`src/rtl/sync_fifo_pkg.sv`:
```
// Shared types, defaults and helpers for the sync_fifo_buf slice.
package sync_fifo_pkg;

    localparam int unsigned DEF_DATA_WIDTH = 8;
    localparam int unsigned DEF_DEPTH      = 8;

    // Pointer carries one extra wrap bit above the memory index.
    function automatic int unsigned ptr_width(input int unsigned depth);
        return $clog2(depth) + 1;
    endfunction

    typedef struct packed {
        logic full;
        logic empty;
        logic almost_full;
        logic almost_empty;
    } fifo_status_t;

endpackage

```
`src/rtl/sync_fifo_buf_if.sv`:
```
// Producer/consumer port bundle for sync_fifo_buf; slave is the FIFO side.
interface sync_fifo_buf_if #(
    parameter int unsigned DATA_WIDTH = 8,
    parameter int unsigned DEPTH      = 8
);
    localparam int unsigned ADDR_WIDTH = $clog2(DEPTH);

    logic                  wr_en;
    logic [DATA_WIDTH-1:0] wr_data;
    logic                  rd_en;
    logic [DATA_WIDTH-1:0] rd_data;
    logic                  rd_valid;
    logic                  full;
    logic                  empty;
    logic                  almost_full;
    logic                  almost_empty;
    logic [ADDR_WIDTH:0]   count;
    logic                  overflow;
    logic                  underflow;
    logic                  err_clr;

    modport master (
        output wr_en, wr_data, rd_en, err_clr,
        input  rd_data, rd_valid, full, empty, almost_full, almost_empty,
               count, overflow, underflow
    );

    modport slave (
        input  wr_en, wr_data, rd_en, err_clr,
        output rd_data, rd_valid, full, empty, almost_full, almost_empty,
               count, overflow, underflow
    );

endinterface

```
`src/rtl/sync_fifo_ptr.sv`:
```
// Pointer, occupancy and status-flag controller for sync_fifo_buf.
module sync_fifo_ptr
    import sync_fifo_pkg::*;
#(
    parameter int unsigned DEPTH      = DEF_DEPTH,
    parameter int unsigned AFULL_LVL  = DEPTH - 1,
    parameter int unsigned AEMPTY_LVL = 1,
    localparam int unsigned PW        = ptr_width(DEPTH)
) (
    input  logic          CLK,
    input  logic          RST,
    input  logic          wr_en,
    input  logic          rd_en,
    output logic          wr_accept,
    output logic          rd_accept,
    output logic [PW-1:0] wr_ptr,
    output logic [PW-1:0] rd_ptr,
    output logic [PW-1:0] count,
    output fifo_status_t  status
);

    localparam logic [PW-1:0] AFULL_C  = PW'(AFULL_LVL);
    localparam logic [PW-1:0] AEMPTY_C = PW'(AEMPTY_LVL);
    localparam logic [PW-1:0] ONE_C    = PW'(1);

    logic [PW-1:0] wr_ptr_q, wr_ptr_d;
    logic [PW-1:0] rd_ptr_q, rd_ptr_d;
    logic [PW-1:0] count_q,  count_d;
    logic          full_w, empty_w;

    always_comb begin
        full_w  = (wr_ptr_q[PW-1] != rd_ptr_q[PW-1]) &&
                  (wr_ptr_q[PW-2:0] == rd_ptr_q[PW-2:0]);
        empty_w = (wr_ptr_q == rd_ptr_q);
    end

    always_comb begin
        wr_accept = wr_en & ~full_w;
        rd_accept = rd_en & ~empty_w;
        wr_ptr_d  = wr_ptr_q;
        rd_ptr_d  = rd_ptr_q;
        count_d   = count_q;
        if (wr_accept) wr_ptr_d = wr_ptr_q + ONE_C;
        if (rd_accept) rd_ptr_d = rd_ptr_q + ONE_C;
        if (wr_accept && !rd_accept) count_d = count_q + ONE_C;
        else if (rd_accept && !wr_accept) count_d = count_q - ONE_C;
    end

    always_ff @(posedge CLK or posedge RST) begin
        if (RST) begin
            wr_ptr_q <= '0;
            rd_ptr_q <= '0;
            count_q  <= '0;
        end else begin
            wr_ptr_q <= wr_ptr_d;
            rd_ptr_q <= rd_ptr_d;
            count_q  <= count_d;
        end
    end

    always_comb begin
        wr_ptr              = wr_ptr_q;
        rd_ptr              = rd_ptr_q;
        count               = count_q;
        status.full         = full_w;
        status.empty        = empty_w;
        status.almost_full  = (count_q >= AFULL_C);
        status.almost_empty = (count_q <= AEMPTY_C);
    end

endmodule

```
`src/rtl/sync_fifo_buf.sv`:
```
// Single-clock flop-based FIFO with registered read port and status flags.
// Sticky overflow/underflow flags are built only with SYNC_FIFO_ERR_FLAGS_EN.
module sync_fifo_buf
    import sync_fifo_pkg::*;
#(
    parameter int unsigned DATA_WIDTH = DEF_DATA_WIDTH,
    parameter int unsigned DEPTH      = DEF_DEPTH,
    parameter int unsigned AFULL_LVL  = DEPTH - 1,
    parameter int unsigned AEMPTY_LVL = 1
) (
    input logic           CLK,
    input logic           RST,
    sync_fifo_buf_if.slave bus
);

    localparam int unsigned ADDR_WIDTH = $clog2(DEPTH);
    localparam int unsigned PW         = ptr_width(DEPTH);

    logic [DATA_WIDTH-1:0] mem_q [DEPTH];
    logic [DATA_WIDTH-1:0] mem_d [DEPTH];
    logic [DATA_WIDTH-1:0] rd_data_q, rd_data_d;
    logic                  rd_valid_q, rd_valid_d;

    logic                  wr_accept, rd_accept;
    logic [PW-1:0]         wr_ptr, rd_ptr, count;
    fifo_status_t          status;

    sync_fifo_ptr #(
        .DEPTH      (DEPTH),
        .AFULL_LVL  (AFULL_LVL),
        .AEMPTY_LVL (AEMPTY_LVL)
    ) u_ptr (
        .CLK       (CLK),
        .RST       (RST),
        .wr_en     (bus.wr_en),
        .rd_en     (bus.rd_en),
        .wr_accept (wr_accept),
        .rd_accept (rd_accept),
        .wr_ptr    (wr_ptr),
        .rd_ptr    (rd_ptr),
        .count     (count),
        .status    (status)
    );

    always_comb begin
        mem_d      = mem_q;
        rd_data_d  = rd_data_q;
        rd_valid_d = rd_accept;
        if (wr_accept) mem_d[wr_ptr[ADDR_WIDTH-1:0]] = bus.wr_data;
        // Read samples pre-edge memory, so a same-cycle write is never bypassed.
        if (rd_accept) rd_data_d = mem_q[rd_ptr[ADDR_WIDTH-1:0]];
    end

    always_ff @(posedge CLK or posedge RST) begin
        if (RST) begin
            for (int unsigned i = 0; i < DEPTH; i++) mem_q[i] <= '0;
            rd_data_q  <= '0;
            rd_valid_q <= 1'b0;
        end else begin
            mem_q      <= mem_d;
            rd_data_q  <= rd_data_d;
            rd_valid_q <= rd_valid_d;
        end
    end

`ifdef SYNC_FIFO_ERR_FLAGS_EN
    logic overflow_q, overflow_d;
    logic underflow_q, underflow_d;

    // Clear first so a new error in the same cycle wins.
    always_comb begin
        overflow_d  = overflow_q;
        underflow_d = underflow_q;
        if (bus.err_clr) begin
            overflow_d  = 1'b0;
            underflow_d = 1'b0;
        end
        if (bus.wr_en && status.full)  overflow_d  = 1'b1;
        if (bus.rd_en && status.empty) underflow_d = 1'b1;
    end

    always_ff @(posedge CLK or posedge RST) begin
        if (RST) begin
            overflow_q  <= 1'b0;
            underflow_q <= 1'b0;
        end else begin
            overflow_q  <= overflow_d;
            underflow_q <= underflow_d;
        end
    end

    always_comb begin
        bus.overflow  = overflow_q;
        bus.underflow = underflow_q;
    end
`else
    logic unused_err_clr;

    always_comb begin
        unused_err_clr = bus.err_clr;
        bus.overflow   = 1'b0;
        bus.underflow  = 1'b0;
    end
`endif

    always_comb begin
        bus.rd_data      = rd_data_q;
        bus.rd_valid     = rd_valid_q;
        bus.count        = count;
        bus.full         = status.full;
        bus.empty        = status.empty;
        bus.almost_full  = status.almost_full;
        bus.almost_empty = status.almost_empty;
    end

endmodule

```
`src/flat_wrapper.sv`:
```
// flat-port wrapper written by rule: the top's interface ports become plain ports
module sync_fifo_buf_flat import sync_fifo_pkg::*;
#(
    parameter int unsigned DATA_WIDTH = DEF_DATA_WIDTH,
    parameter int unsigned DEPTH      = DEF_DEPTH,
    parameter int unsigned AFULL_LVL  = DEPTH - 1,
    parameter int unsigned AEMPTY_LVL = 1
)
  (CLK, RST, bus_wr_en, bus_wr_data, bus_rd_en, bus_err_clr, bus_rd_data, bus_rd_valid, bus_full, bus_empty, bus_almost_full, bus_almost_empty, bus_count, bus_overflow, bus_underflow);
  sync_fifo_buf_if #(.DATA_WIDTH(DATA_WIDTH), .DEPTH(DEPTH)) bus_i ();
  input logic CLK;
  input logic RST;
  input wire logic [$bits(bus_i.wr_en)-1:0] bus_wr_en;
  input wire logic [$bits(bus_i.wr_data)-1:0] bus_wr_data;
  input wire logic [$bits(bus_i.rd_en)-1:0] bus_rd_en;
  input wire logic [$bits(bus_i.err_clr)-1:0] bus_err_clr;
  output wire logic [$bits(bus_i.rd_data)-1:0] bus_rd_data;
  output wire logic [$bits(bus_i.rd_valid)-1:0] bus_rd_valid;
  output wire logic [$bits(bus_i.full)-1:0] bus_full;
  output wire logic [$bits(bus_i.empty)-1:0] bus_empty;
  output wire logic [$bits(bus_i.almost_full)-1:0] bus_almost_full;
  output wire logic [$bits(bus_i.almost_empty)-1:0] bus_almost_empty;
  output wire logic [$bits(bus_i.count)-1:0] bus_count;
  output wire logic [$bits(bus_i.overflow)-1:0] bus_overflow;
  output wire logic [$bits(bus_i.underflow)-1:0] bus_underflow;
  assign bus_i.wr_en = bus_wr_en;
  assign bus_i.wr_data = bus_wr_data;
  assign bus_i.rd_en = bus_rd_en;
  assign bus_i.err_clr = bus_err_clr;
  assign bus_rd_data = bus_i.rd_data;
  assign bus_rd_valid = bus_i.rd_valid;
  assign bus_full = bus_i.full;
  assign bus_empty = bus_i.empty;
  assign bus_almost_full = bus_i.almost_full;
  assign bus_almost_empty = bus_i.almost_empty;
  assign bus_count = bus_i.count;
  assign bus_overflow = bus_i.overflow;
  assign bus_underflow = bus_i.underflow;
  sync_fifo_buf #(.DATA_WIDTH(DATA_WIDTH), .DEPTH(DEPTH), .AFULL_LVL(AFULL_LVL), .AEMPTY_LVL(AEMPTY_LVL)) u_core (.CLK(CLK), .RST(RST), .bus(bus_i));
endmodule
```
`config.mk`:
```
export PLATFORM = sky130hd
export DESIGN_NAME = sync_fifo_buf_flat
export DESIGN_NICKNAME = d
export VERILOG_FILES = /design/src/rtl/sync_fifo_pkg.sv /design/src/rtl/sync_fifo_buf_if.sv /design/src/rtl/sync_fifo_ptr.sv /design/src/rtl/sync_fifo_buf.sv /design/src/flat_wrapper.sv
export SDC_FILE = /design/constraint.sdc
export NUM_CORES = 1
export LEC_CHECK = 0
export BUFFER_PORTS_ARGS = -buffer_cell sky130_fd_sc_hd__clkbuf_2
export CORE_MARGIN = 4
export CORE_UTILIZATION = 40
export CTS_CLUSTER_DIAMETER = 200
export DETAILED_ROUTE_END_ITERATION = 16
export PLACE_DENSITY = 0.62
export SLEW_MARGIN = 10
export SYNTH_ARGS = -nofsm -noshare
export SYNTH_HDL_FRONTEND = slang
export SYNTH_HIERARCHICAL = 1
export SYNTH_SLANG_ARGS = --single-unit
```
`constraint.sdc`:
```
create_clock -name CLK -period 3.1 [get_ports CLK]
set_input_delay 0.775 -clock CLK [delete_from_list [all_inputs] [get_ports CLK]]
set_output_delay 0.775 -clock CLK [all_outputs]
set_load 0.1 [all_outputs]
```
# Yosys cells after proc, flatten, opt, wreduce, memory -nomap -nowiden
# Cells that the tools add are included.
word_totals:
  ff_bits: 85
  in_bits: 13
  output_inout_bits: 19
  wordCells: 46
op_classes:
  n_addsub: 4
  magnitude_cmp: 5
  eq_ne: 3
  muxes: 8
  bitwise_logic: 6
  reduce_logical: 7
op_table:
  columns: ["operator", "n"]
  rows:
  - ["64-bit bitwise mux", 1]
  - ["8-bit binary-select mux with 3-bit select", 1]
  - ["8-bit demux with 3-bit select", 1]
  - ["8-bit 2-to-1 mux", 3]
  - ["4-bit by 1-bit adder with 4-bit output (second input constant)", 3]
  - ["4-bit greater-or-equal comparator (second input constant)", 2]
  - ["4-bit 2-to-1 mux", 2]
  - ["3-bit inverter with 4-bit output", 2]
  - ["4-bit == test", 1]
  - ["4-bit by 3-bit greater-or-equal comparator with 1-bit output (second input constant)", 1]
  - ["4-bit by 1-bit less-or-equal comparator with 1-bit output (second input constant)", 1]
  - ["1-bit logical AND", 4]
  - ["4-bit by 1-bit less-than comparator with 1-bit output (second input constant)", 1]
  - ["4-bit by 1-bit subtractor with 4-bit output (second input constant)", 1]
  - ["3-bit == test", 1]
  - ["1-bit bitwise AND", 2]
  - ["1-bit zero test", 2]
  - ["1-bit inverter", 2]
  - ["2-bit nonzero test", 1]
  - ["1-bit inequality test", 1]

# Depth between registers and ports, before layout
# Gate-level depths: netlist of the first run.
logic_depth:
  word_depth: 8
  depth_mapped: 7
  ltp_nobuf: 7

# Cells and area by module
# Netlist of the first run, hierarchy kept.
by_module_without_submodules:
  columns: ["mod", "n_inst", "cells_per_inst", "area_each_um2", "seq_area_each_um2"]
  rows:
  - ["sync_fifo_buf", 1, 239, 3370.7, 1826.8]
  - ["sync_fifo_ptr", 1, 71, 808.3, 300.3]

# Worst setup path after synthesis of the first run
# OpenSTA, ideal clock, no wires.
synth_path:
  path_type: "reg-to-output"
  startpoint: "register u_core.u_ptr.count_q[0], in the netlist u_core/u_ptr/count[0]"
  endpoint: "output port bus_almost_empty"
  arrival_ps: 3328
  path_slack_ps: -1003
  path_stages_with_launch: 4
  cell_sequence: "dfrtp_1 ha_1 nor2_1 nor3_1"
synth_via:
  elab_chain_cells: 1
synth_lines:
  columns: ["item", "line", "rtl"]
  rows:
  - ["start, declared", "sync_fifo_ptr.sv:28", "logic [PW-1:0] count_q, count_d;"]
  - ["start signal, assigned", "sync_fifo_ptr.sv:57", "count_q <= count_d;"]
  - ["4-bit by 1-bit less-or-equal comparator with 1-bit output", "sync_fifo_ptr.sv:68", "status.almost_empty = (count_q <= AEMPTY_C);"]
  - ["end, declared", "flat_wrapper.sv:22", "output wire logic [$bits(bus_i.almost_empty)-1:0] bus_almost_empty;"]
# No other way between the ends.

# Worst setup path in the final report of the first run
layout_path:
  startpoint: "register u_core.u_ptr.rd_ptr_q[2], in the netlist u_core/u_ptr/rd_ptr[2]"
  endpoint: "output port bus_full"
layout_via:
  elab_chain_cells: 2
layout_lines:
  columns: ["item", "line", "rtl"]
  rows:
  - ["start, declared", "sync_fifo_ptr.sv:27", "logic [PW-1:0] rd_ptr_q, rd_ptr_d;"]
  - ["start signal, assigned", "sync_fifo_ptr.sv:56", "rd_ptr_q <= rd_ptr_d;"]
  - ["3-bit == test", "sync_fifo_ptr.sv:33", "(wr_ptr_q[PW-2:0] == rd_ptr_q[PW-2:0]);"]
  - ["1-bit logical AND", "sync_fifo_ptr.sv:32", "full_w = (wr_ptr_q[PW-1] != rd_ptr_q[PW-1]) &&"]
  - ["end, declared", "flat_wrapper.sv:19", "output wire logic [$bits(bus_i.full)-1:0] bus_full;"]
# No other way between the ends.

==> results of run 1 <==
-- stage by stage --
| step | std cells | utilization (%) | instance area [sq um] | hold slack (ns) |
|---|---|---|---|---|
| global placement | 469 | 44.2 | 4520 | 0.481 |
| CTS | 485 | 46.2 | 4730 | 0.440 |
| finish | 485 | 46.2 | 4730 | 0.431 |
| global route | 485 | 46.2 | 4730 | 0.456 |
| detailed placement | 469 | 44.2 | 4520 | 0.488 |
| floorplan | 311 | - | 4190 | 0.473 |
-- logic make-up after synthesis --
| kind of cell | synth area share [%] |
|---|---|
| multiplexers | 23.9 |
| flip-flops | 50.9 |
| AND/OR/NAND/NOR | 8.71 |
| AO/OA/AOI/OAI | 8.02 |
| buffers and inverters | 3.35 |
| XOR/XNOR | 3.26 |
| adder cells (fa/ha/maj) | 1.80 |
| other | 0.0897 |
-- cell type report --
type                            instances  area, sq um  area share [%]
Clock buffer                            9          124            2.62
Inverter                                8         30.0           0.635
Tap cell                              136          170            3.60
Clock inverter                          7         82.6            1.75
Timing Repair Buffer                   39          265            5.61
Sequential cell                        85         2130            45.0
Multi-Input combinational cell        201         1930            40.8
-- metal layers --
layer / global-route usage, % / routed length, um
met5: 0 / 0
met4: 3.17 / 53
met3: 4.43 / 309
met2: 26.1 / 4270
met1: 20.7 / 3950
-- worst max-delay path: cells and delay by family, from the launching register on --
| family | cells | cell delay (ns) |
|---|---|---|
| AND/OR/NAND/NOR | 2 | 0.62 |
| XOR/XNOR | 1 | 0.21 |
| flip-flops | 1 | 0.42 |
| buffers and inverters | 2 | 0.38 |
-- state kept, by name, summed over array words and instances (netlist names) --
register             count
u_core/u_ptr/wr_ptr      4
u_core/u_ptr/count       4
u_core/u_ptr/rd_ptr      4
u_core/mem_q            64
u_core/bus.rd_valid      1
u_core/bus.rd_data       8
-- worst max-delay path by stage --
stage | to | cells past startpoint | slack (ns) | start
6_report | bus_full | 5 | 0.35 | u_core/u_ptr/rd_ptr[2]$_DFFE_PP0P_
5_1_grt | bus_empty | 5 | 0.22 | u_core/u_ptr/rd_ptr[2]$_DFFE_PP0P_
4_1_cts | bus_full | 5 | 0.30 | u_core/u_ptr/rd_ptr[2]$_DFFE_PP0P_
3_5_place_dp | u_core/u_ptr/count[3]$_DFFE_PP0P_ | 7 | 0.52 | u_core/u_ptr/wr_ptr[0]$_DFFE_PP0P_
3_3_place_gp | u_core/u_ptr/count[3]$_DFFE_PP0P_ | 7 | 0.58 | u_core/u_ptr/wr_ptr[0]$_DFFE_PP0P_
2_1_floorplan | bus_almost_empty | 3 | 0.26 | u_core/u_ptr/count[0]$_DFFE_PP0P_
-- layout by cell type (no fill, tap or decap), drive strengths merged, types with 10 or more instances in the layout --
cell     n
buf     13
clkbuf  35
dfrtp   85
inv     10
mux2    66
mux2i   25
nor2b   17
-- synthesized netlist by cell type (5+ instances only) --
cell type  count  area (sq um)
dfrtp_1       85          2130
mux2_2        64           721
mux2i_1       25           250
nor2b_1       17           106
buf_4          9          67.6
a211o_1        8          70.1
a22oi_1        8          60.1
a41o_1         8          80.1
inv_1          8          30.0
nand3_1        8          40.0
ha_1           6          75.1
xnor2_1        6          52.6
nor2_1         5          18.8
==> impl_metrics.csv, run 1 <==
group,metric,value,unit
status,status,"completed",
finish,antenna_cells,0,
route,drc,0,
finish,syn_to_final_growth,13.1,%
clock_network,ctsHoldBuffers,0,
timing,slew_viol_final,0,
worst_setup_path,critPathRequiredTime,2.32,ns
finish,layout.nets,363,
place,dp_slack,0.525,ns
timing,clock.fmax,364,MHz
synth,synth.avg_cell_area,13.5,sq um
timing,timing.slew.headroom,43.4,%
synth,ys.flop_type,"dfrtp_1",
worst_setup_path,crit_path_max_fanout,6,
route,drt_iter0_markers,134,
floorplanning,rows,37,
route,viasPerCell,5.23,
floorplanning,ios,32,
finish,drive_above_1_share,38.1,%
timing,setup-tns-final,0,ns
timing,rsz0062_at_grt,"no",
floorplanning,core,10200,sq um
place,portBuffers,28,
clock_network,cts_tree,"yes",
job,drv_cap,0,
worst_setup_path,criticalPathCategory,"reg -> out",
clock_network,clk_latency,0.35,ns
grt,grt_max_degree,74,
synth,yosysSeqAreaShare,50.9,%
route,ant_nets,0,
timing,period_share,88.7,%
worst_setup_path,arrival,1.97,ns
worst_setup_path,rr_endpoint,"u_core/u_ptr/count[3]$_DFFE_PP0P_",
route,routed_wirelength,8580,um
clock_network,cts_repair_resize_count,0,
hold_path,min-delay-path-class,"in -> async",
grt,grt_pass1_vias,2659,
synth,synthDistinctLibCells,42,
floorplanning,design.die.area,12100,sq um
grt,grt_pass1_wl,14200,um
place,post-dp-hpwl,5470,um
grt,antenna_found_initial,0,
worst_setup_path,slowest_stage,"dfrtp_1",
route,dr.pass1.iters,6,
worst_setup_path,critPathMaxStageDelay,0.42,ns
timing,period_minus_slack,2.75,ns
clock_network,htree_levels,3,
synth,ys.warnings.count,6,
synth,ys_ff_latch,85,
worst_setup_path,rrSetupSlack,0.50,ns
worst_setup_path,r2r_start,"u_core/u_ptr/wr_ptr[0]$_DFFE_PP0P_",
timing,tightest_slew,0.848,ns
grt,gr-total-overflow,0,
grt,grt.total_usage,15.7,%
clock_network,post-cts-setup-buffers,0,
timing,worst_slack,0.350,ns
worst_setup_path,worst_r2r_path_depth,7,
route,vias,2538,
clock_network,cts_root_buffer,"clkbuf_8",
worst_setup_path,cp_cell_sequence,"xor2_2 -> buf_4 -> or3_1 -> nor2_1 -> buf_12",
clock_network,cts_buffers,9,
floorplanning,start_util,40.8,%
clock_network,cts_buffer_depth,2,
timing,setup_viol,0,
clock_network,clk_pin_slew,0.09,ns
timing,skew,0.00959,ns
worst_setup_path,cp-end-kind,"output pin",
synth,syn_area,4180,sq um
place,gp_congestion,0.733,
synth,synthArstFlopShare,100,%
finish,final.fill_count,917,
worst_setup_path,start_kind,"flop",
synth,synth-edff-count,0,
timing,hold_viol_final,0,
floorplanning,die_x,110,um
synth,syn_inst,310,
floorplanning,die_h,110,um
route,wire_per_inst,17.7,um
clock_network,cts.sinks,85,
Power of run 1 is not shown: default switching activity piles up to over one toggle a cycle in this logic, so the estimate is an artifact.
==> run 2, diff against run 1 <==
--- a/config.mk
+++ b/config.mk
@@ -6,7 +6,6 @@
 export NUM_CORES = 1
 export LEC_CHECK = 0
 export BUFFER_PORTS_ARGS = -buffer_cell sky130_fd_sc_hd__clkbuf_2
-export CORE_MARGIN = 4
 export CORE_UTILIZATION = 40
 export CTS_CLUSTER_DIAMETER = 200
 export DETAILED_ROUTE_END_ITERATION = 16
==> run 2 against run 1 <==
Global-route usage rose by 1.3 points. Largest cell class unchanged. Critical endpoint unchanged. Core utilization is 1.4 points higher. Sequential share of layout area decreased by 0.083 points.
==> impl_metrics.csv, run 2 (synthesized netlist as in run 1, its figures left out) <==
group,metric,value,unit
grt,grt_pass1_vias,2612,
finish,layout.nets,362,
finish,multi_input_area,1930,sq um
route,wire_per_inst,17.9,um
timing,tightest_slew,0.872,ns
place,place_area,4510,sq um
finish,drive_above_1_share,37.4,%
place,portBuffers,28,
timing,worst_slack,0.443,ns
worst_setup_path,criticalPathCategory,"reg -> out",
grt,gr-total-overflow,0,
route,routed_wirelength,8600,um
timing,rsz0062_at_grt,"no",
status,status,"completed",
place,dp_slack,0.563,ns
clock_network,cts_root_buffer,"clkbuf_8",
clock_network,cts.sinks,85,
clock_network,post-cts-setup-buffers,0,
timing,skew,0.0129,ns
hold_path,min-delay-path-class,"in -> async",
clock_network,cts_repair_resize_count,0,
clock_network,ctsHoldBuffers,0,
place,post-dp-hpwl,5380,um
clock_network,clk_pin_slew,0.09,ns
clock_network,cts_buffer_depth,2,
timing,clock.fmax,376,MHz
grt,grt_pass1_wl,14100,um
grt,grt.total_usage,17.0,%
route,dr.pass1.iters,4,
finish,antenna_cells,0,
finish,final_cell_mix,"dfrtp_1, mux2_2, clkbuf_2",
worst_setup_path,cp-end-kind,"output pin",
route,viasPerCell,5.29,
floorplanning,rows,36,
job,drv_cap,0,
route,drc,0,
worst_setup_path,start_kind,"flop",
timing,setup-tns-final,0,ns
clock_network,cts_tree,"yes",
clock_network,clk_latency,0.35,ns
worst_setup_path,arrival,1.88,ns
route,ant_nets,0,
finish,register_area,2130,sq um
finish,final.fill_count,901,
timing,period_share,85.7,%
clock_network,htree_levels,3,
timing,slew_viol_final,0,
route,vias,2545,
floorplanning,die_h,104,um
floorplanning,core,9950,sq um
grt,antenna_found_initial,0,
timing,timing.slew.headroom,41.8,%
finish,largest_reg_flops,64,
finish,final_common_cell,"dfrtp_1",
timing,setup_viol,0,
worst_setup_path,critPathRequiredTime,2.32,ns
floorplanning,start_util,42.0,%
grt,grt_max_degree,45,
finish,regMostFlops,"u_core/mem_q",
worst_setup_path,crit_path_max_fanout,7,
finish,fin_area,4740,sq um
timing,period_minus_slack,2.66,ns
floorplanning,design.die.area,10900,sq um
timing,hold_viol_final,0,
floorplanning,ios,32,
route,drt_iter0_markers,72,
place,gp_congestion,0.748,
floorplanning,die_x,104,um
finish,syn_to_final_growth,13.3,%
clock_network,cts_buffers,9,
[run 2: cell count changes in the layout (fill, tap and decap cells not counted)]
cell	change
clkbuf_8	+2
clkinvlp_4	-1
clkbuf_1	+2
inv_6	-1
inv_8	-1
buf_4	-1
clkinv_4	-2
bufinv_16	+1
[run 2: routing by layer]
metal / vias up / GRT usage, % / part of all wire (%)
met5: - / 0 / 0
met4: 0 / 4.39 / 1.3
met3: 10 / 4.51 / 3.3
met2: 38 / 27.1 / 48
met1: 1297 / 23.0 / 47
li1: 1200 / - / -
[run 2: critical path, stage by stage (launching register included)]
cell and delay, ns:
dfrtp_1 0.42, xor2_2 0.24, or3_1 0.46, nor2_1 0.20, buf_12 0.20
[run 2: worst paths after layout]
kind                                               startpoint                            endpoint  slack, ns  depth (start not counted)
min reg2reg                      u_core/mem_q[26]$_DFFE_PP0P_        u_core/mem_q[26]$_DFFE_PP0P_       0.51                          1
max reg2reg                u_core/u_ptr/wr_ptr[0]$_DFFE_PP0P_   u_core/u_ptr/count[3]$_DFFE_PP0P_       0.52                          7
min                                                       RST  u_core/u_ptr/wr_ptr[0]$_DFFE_PP0P_       0.44                          2
max in group asynchronous                                 RST        u_core/mem_q[12]$_DFFE_PP0P_       1.91                          3
min in group CLK                 u_core/mem_q[26]$_DFFE_PP0P_        u_core/mem_q[26]$_DFFE_PP0P_       0.51                          1
max                        u_core/u_ptr/wr_ptr[0]$_DFFE_PP0P_                            bus_full       0.44                          4
[run 2: metrics by stage]
stage	utilization (%)	hold WS, ns	instances
global route	47.6	0.481	481
floorplan	-	0.473	311
finish	47.6	0.435	481
global placement	45.3	0.481	465
CTS	47.6	0.450	481
detailed placement	45.3	0.489	465
[run 2: final cells by class]
type,instances,area share (%)
sequential,85,44.9
multi-input combinational,201,40.7
timing repair buffer,38,5.44
tap,133,3.51
clock buffer,13,3.36
clock inverter,3,1.43
inverter,8,0.634
Power of run 2 is left out for the same reason.
